[config.mk]
export PLATFORM = sky130hd
export DESIGN_NAME = decoder_seq
export DESIGN_NICKNAME = d
export VERILOG_FILES = /design/src/rtl/decoder_pkg.sv /design/src/rtl/decoder_core.sv /design/src/rtl/decoder_seq.sv
export SDC_FILE = /design/constraint.sdc
export NUM_CORES = 1
export LEC_CHECK = 0
export BUFFER_PORTS_ARGS = -buffer_cell sky130_fd_sc_hd__buf_2
export CAP_MARGIN = 15
export CORE_AREA = 2 2 39 41
export DETAILED_ROUTE_END_ITERATION = 10
export DIE_AREA = 0 0 41 43
export PLACE_DENSITY = 0.68
export SLEW_MARGIN = 40
export SYNTH_ARGS = -nofsm -noshare
export SYNTH_HDL_FRONTEND = slang
export SYNTH_HIERARCHICAL = 1
export SYNTH_SLANG_ARGS = --single-unit
[constraint.sdc]
create_clock -name clk -period 2.3 [get_ports clk]
set_clock_uncertainty 0.05 [all_clocks]
set_input_delay 0.46 -clock clk [delete_from_list [all_inputs] [get_ports clk]]
set_output_delay 0.46 -clock clk [all_outputs]
set_load 0.01 [all_outputs]
[src/rtl/decoder_pkg.sv]
`default_nettype none
// +--------------------------------------------------------------------+
// | decoder_pkg: shared sizing helpers, mode constants, one-hot helper |
// | Rev 1.0                                                            |
// +--------------------------------------------------------------------+
package decoder_pkg;

  localparam int MAX_SEL_W    = 8;
  localparam int MAX_OUT_W    = 1 << MAX_SEL_W;

  localparam int MODE_WRAP    = 0;
  localparam int MODE_ONESHOT = 1;

  function automatic int out_width(input int sel_w);
    return 1 << sel_w;
  endfunction

  function automatic logic [MAX_OUT_W-1:0] onehot(input logic [MAX_SEL_W-1:0] sel);
    logic [MAX_OUT_W-1:0] r;
    r      = '0;
    r[sel] = 1'b1;
    return r;
  endfunction

endpackage
`default_nettype wire

[src/rtl/decoder_core.sv]
`default_nettype none
// +--------------------------------------------------------------------+
// | decoder_core: combinational SEL_W to 2**SEL_W one-hot decoder      |
// | Rev 1.0                                                            |
// +--------------------------------------------------------------------+
module decoder_core
  import decoder_pkg::*;
#(
  parameter int SEL_W = 3,
  localparam int OUT_W = out_width(SEL_W)
) (
  input  logic [SEL_W-1:0] sel,
  output logic [OUT_W-1:0] out
);

  for (genvar i = 0; i < OUT_W; i++) begin : g_bit
    assign out[i] = (sel == SEL_W'(i));
  end

endmodule
`default_nettype wire

[src/rtl/decoder_seq.sv]
`default_nettype none
// +--------------------------------------------------------------------+
// | decoder_seq: registered one-hot decoder with load/clear/step state |
// | Rev 1.0                                                            |
// +--------------------------------------------------------------------+
module decoder_seq
  import decoder_pkg::*;
#(
  parameter int SEL_W   = 3,
  parameter int LAST    = (1 << SEL_W) - 1,
  parameter int ONESHOT = MODE_WRAP,
  localparam int OUT_W  = out_width(SEL_W)
) (
  input  logic             clk,
  input  logic             reset,
  input  logic             clr,
  input  logic             load,
  input  logic [SEL_W-1:0] load_val,
  input  logic             en,
  output logic [SEL_W-1:0] state,
  output logic [OUT_W-1:0] out,
  output logic             wrap,
  output logic             done,
  output logic             load_err
);

  localparam logic [SEL_W-1:0] LAST_S     = SEL_W'(LAST);
  localparam bit               IS_ONESHOT = (ONESHOT == MODE_ONESHOT);

  logic [SEL_W-1:0] state_d, state_q;
  logic [OUT_W-1:0] out_d, out_q;
  logic             wrap_d, wrap_q;
  logic             done_d, done_q;
  logic             load_err_d, load_err_q;

  always_comb begin
    state_d    = state_q;
    done_d     = done_q;
    wrap_d     = 1'b0;
    load_err_d = 1'b0;
    if (clr) begin
      state_d = '0;
      done_d  = 1'b0;
    end else if (load) begin
      // An out-of-range load is rejected outright; en on that edge is dropped too.
      if (load_val > LAST_S) begin
        load_err_d = 1'b1;
      end else begin
        state_d = load_val;
        done_d  = 1'b0;
      end
    end else if (en) begin
      if (state_q == LAST_S) begin
        if (IS_ONESHOT) begin
          done_d = 1'b1;
        end else begin
          state_d = '0;
          wrap_d  = 1'b1;
        end
      end else begin
        state_d = state_q + SEL_W'(1);
        if (IS_ONESHOT && (state_d == LAST_S)) begin
          done_d = 1'b1;
        end
      end
    end
  end

  // Decode the next state so out_q lines up with state_q on the same edge.
  decoder_core #(
    .SEL_W(SEL_W)
  ) u_core (
    .sel(state_d),
    .out(out_d)
  );

  always_ff @(posedge clk) begin
    if (reset) begin
      state_q    <= '0;
      out_q      <= OUT_W'(1);
      wrap_q     <= 1'b0;
      done_q     <= 1'b0;
      load_err_q <= 1'b0;
    end else begin
      state_q    <= state_d;
      out_q      <= out_d;
      wrap_q     <= wrap_d;
      done_q     <= done_d;
      load_err_q <= load_err_d;
    end
  end

  assign state    = state_q;
  assign out      = out_q;
  assign wrap     = wrap_q;
  assign done     = done_q;
  assign load_err = load_err_q;

endmodule
`default_nettype wire
Word-level counts from Yosys, hierarchy flattened --
Cells that the tools add are included.
Operators by class: add/subtract/negate cells 1, magnitude comparators 1, eq/ne operators 8, muxes and demuxes 7, bitwise gates (word level) 2, reductions and logical operators 3
Operators with widths (number):
- 3-bit equality test (second input constant) | 5
- 3-bit 2-to-1 mux | 5
- 3-bit by 2-bit equality test with 1-bit output (second input constant) | 2
- 4-bit OR reduction | 1
- 3-bit by 1-bit adder with 3-bit output (second input constant) | 1
- 3-bit by 1-bit equality test with 1-bit output (second input constant) | 1
- 3-bit > comparator (second input constant) | 1
- 3-bit logical NOT | 1
- 3-bit OR reduction | 1
- 1-bit 2-to-1 mux | 2
- 1-bit inverter | 2
Word-level totals: bits in registers 13, input bits 8, output and inout port bits 14

Depth between registers and ports, before layout --
word-level depth 6, gate-level depth with buffers 6, gate-level depth less buffers 6

Modules after synthesis --
The synthesis kept the hierarchy.
By module, submodules not included:
- decoder_seq | instances 1, cells each 42, area each 466.7 um2, sequential area each 260.2 um2
- decoder_core | instances 1, cells each 8, area each 65.1 um2, sequential area each 0.0 um2

Least setup slack after synthesis --
OpenSTA, ideal clock, no wires.
path kind register -> register, start point register state_q[0] (netlist: state[0]), end point register out_q[6] (netlist: out[6]), library setup time 0.114 ns, arrival time 1.994 ns, setup slack 0.142 ns, stages on the path, launching flop included 7, path buffers 0, period minus slack after synthesis 2.158 ns, path through dfxtp_1 ha_1 ha_1 or3b_1 a311oi_1 and3b_2 nor2b_1
On the way: cells in the longest elaborated chain, start to end 6, elaborated cells on any way between the ends 8
RTL lines:
- from (decl) | RTL line decoder_seq.sv:30 | logic [SEL_W-1:0] state_d, state_q;
- from (signal assigned) | RTL line decoder_seq.sv:85 | state_q <= state_d;
- 3-bit by 1-bit adder with 3-bit output or 3-bit equality test (tied branches) | RTL line decoder_seq.sv:61, decoder_seq.sv:53
- 3-bit 2-to-1 mux | RTL line decoder_seq.sv:53 | if (state_q == LAST_S) begin
- 3-bit 2-to-1 mux | RTL line decoder_seq.sv:52 | end else if (en) begin
- 3-bit 2-to-1 mux * | RTL line decoder_seq.sv:44 | end else if (load) begin
- 3-bit 2-to-1 mux * | RTL line decoder_seq.sv:41 | if (clr) begin
- net state_d[0] | RTL line decoder_seq.sv:30
- 3-bit equality test * | RTL line decoder_core.sv:17 | assign out[i] = (sel == SEL_W'(i));
- net out_d[6] | RTL line decoder_seq.sv:31 | logic [OUT_W-1:0] out_d, out_q;
- to (signal assigned) | RTL line decoder_seq.sv:86 | out_q <= out_d;
- to (decl) | RTL line decoder_seq.sv:31
The timed path passes the listed nets; every way through them passes the cells marked *. A chain may end at the register's enable or synchronous reset.

Final worst setup path --
Ends and elaborated chain as after synthesis.

==> results.tsv <==
stage	metric	value	unit
job	maxCapViolCount	0	
setup_path	start_kind	flop	
placement	portBuffers	20	
routing	drt_first_pass_iters	3	
cts	clock_latency	0.26	ns
setup_path	cp.required	2.41	ns
final_layout	final_cells	93	
power_and_ir_drop	p_per_area	614	nW/um^2
status	status	finished, final reports clean	
final_layout	fin_nets	88	
synth	syn-cell-area	532	sq um
synth	synth_top_family_by_area	simple AND/OR/NAND/NOR gates	
synth	synth.area.mux_share	0.0376	
setup_path	r2r_start	state[0]$_SDFF_PP0_	
floorplan	row_count	14	
cts	h-tree-depth	1	
final_layout	drive_above_1_share	0.416	
grt	grt-ovfl-total	0	
synth	yosys_warnings	6	
final_layout	areaGrowthSynthToFinish	31.1	%
synth	synth_compound_area_frac	0.0894	
placement	dp_cells	89	
cts	cts_buffers	3	
floorplan	start_util	0.384	
grt	grt_pass1_vias	369	
cts	clkSlewWorstSetupHoldPaths	0.07	ns
sta	period_minus_slack	2.01	ns
sta	slew_violations	0	
synth	yosys.area_share.simple	0.308	
routing	drcViolationCount	0	
setup_path	setup.worst_path.class	reg2reg	
synth	synth-seq-cells	13	
synth	synth_seq_area_share	0.489	
cts	cts_tree	built	
routing	totalWireLength	910	microns
grt	antenna_found_initial	0	
placement	place_congestion	0.680	
hold_path	hp-start	load	
cts	postCtsSetupBuffers	0	
sta	fmax	0.496	GHz
synth	ys_types	17	
cts	root_buffer	clkbuf_4	
sta	tns	0	ns
sta	setup_viol	0	
grt	track_usage	0.134	
hold_path	hp-class	in2reg	
setup_path	end_kind	flop	
synth	synth-adder-area-share	0.0471	
routing	drt_iter0_drc	6	
synth	synth-xor-area-share	0	
floorplan	core	1380	sq um
floorplan	die_h	43	microns
setup_path	worst-endpoint-arrival	2.12	ns
placement	dpl.hpwl	724	microns
setup_path	crit_start	state[0]$_SDFF_PP0_	
sta	rsz0062_at_grt	false	
cts	cts_buffer_depth	2	
floorplan	die_area	1760	sq um
routing	vias	434	
routing	wl_per_cell	9.78	microns
grt	grt_pass1_wl	1510	microns
floorplan	dieWidth	41	microns
routing	antenna_left	0	
cts	ctsHoldBuffers	0	
routing	viasPerCell	4.67	
synth	netlist_instances	50	
floorplan	io_pins	22	
final_layout	diodes	0	
cts	cts_resized	0	
setup_path	crit_fanout	8	
cts	clock_sinks	13	
power_and_ir_drop	cellLeakagePower	0.346	nW
grt	grt_max_degree	10	
sta	min_period_over_period	0.876	
power_and_ir_drop	ir_worst_vdd	0.000309	V
synth	avgSynthCellArea	10.6	sq um
sta	hold_viol_final	0	
## critical path, cell delays in order (launching register included)
cell	delay [ns]
dfxtp_1	0.33
ha_1	0.20
ha_1	0.18
or3b_1	0.37
a311oi_1	0.27
buf_4	0.18
and3b_2	0.19
nor2b_1	0.12
## layout make-up
class / count / area (sq um)
clock buffers: 4 / 26.3
repair buffers: 23 / 123
flip-flops and latches: 13 / 260
inverters: 1 / 3.75
multi-input cells: 36 / 264
well taps: 16 / 20.0
fillers: 140 / 687
## Yosys cell counts, drive strengths merged
master,n,area [sq um]
or3b,1,8.76
dfxtp,13,260
conb,1,3.75
ha,2,25.0
or2,2,12.5
inv,1,3.75
nor2b,10,62.6
nand2,1,3.75
nand2b,1,6.26
buf,1,7.51
and3,1,7.51
a211oi,4,30.0
mux2i,2,20.0
and3b,3,30.0
a311oi,2,17.5
nor3b,3,22.5
nor3,2,10.0
## layout by cell type, fill, tap and decap left out
cell type and instances:
mux2i_1 2, a311oi_1 2, inv_1 1, nor3_1 2, clkbuf_4 3, clkbuf_1 1, and3_2 1, and3b_2 3
or3b_1 1, nor3b_1 3, nor2b_1 10, conb_1 2, nand2b_1 1, a211oi_1 4, nand2_1 1, ha_1 2
dfxtp_1 13, buf_2 20, buf_4 3, or2_2 2
## sequential cells by signal, indices dropped and copies added, names as in the netlist
signal and cells:
out 8, state 3, load_err 1, wrap 1
## cells by family (layout without fill, tap and decap cells)
family	count (synthesis)	in the layout
compound gates	6	6
fa+ha+maj	2	2
buf+inv	2	28
flops	13	13
mux	2	2
other cells	1	2
simple gates	24	24
## final timing paths
path | cells after the start | endpoint | slack, ns
max | 7 | out[6]$_SDFF_PP0_ | 0.29
min | 2 | wrap$_SDFF_PP0_ | 0.36
max reg2reg | 7 | out[6]$_SDFF_PP0_ | 0.29
min reg2reg | 2 | state[0]$_SDFF_PP0_ | 0.55
## per-layer routing
| metal | track usage | up-vias | part of all wire |
|---|---|---|---|
| li1 | - | 228 | - |
| met1 | 0.147 | 190 | 0.42 |
| met2 | 0.200 | 14 | 0.50 |
| met3 | 0.0471 | 2 | 0.068 |
| met4 | 0.100 | 0 | 0.014 |
| met5 | 0 | - | 0 |
## through the flow
stage / utilization / power [mW] / area (sq um) / hold slack, ns / worst slack [ns]
after floorplan: - / 0.275 / 536 / 0.482 / 0.142
after global routing: 0.504 / 0.458 / 697 / 0.349 / 0.140
final: 0.504 / 0.428 / 697 / 0.357 / 0.286
after CTS: 0.504 / 0.436 / 697 / 0.348 / 0.275
after detailed placement: 0.485 / 0.301 / 671 / 0.526 / 0.287
after global placement: 0.485 / 0.300 / 671 / 0.511 / 0.330
## power by group
part	internal (mW)	switching, mW	total (mW)
sequential	0.233	0.00315	0.236
combinational	0.0294	0.0296	0.0590
clock	0.0670	0.0659	0.133
Note: power is estimated with default switching activity, not from simulation.
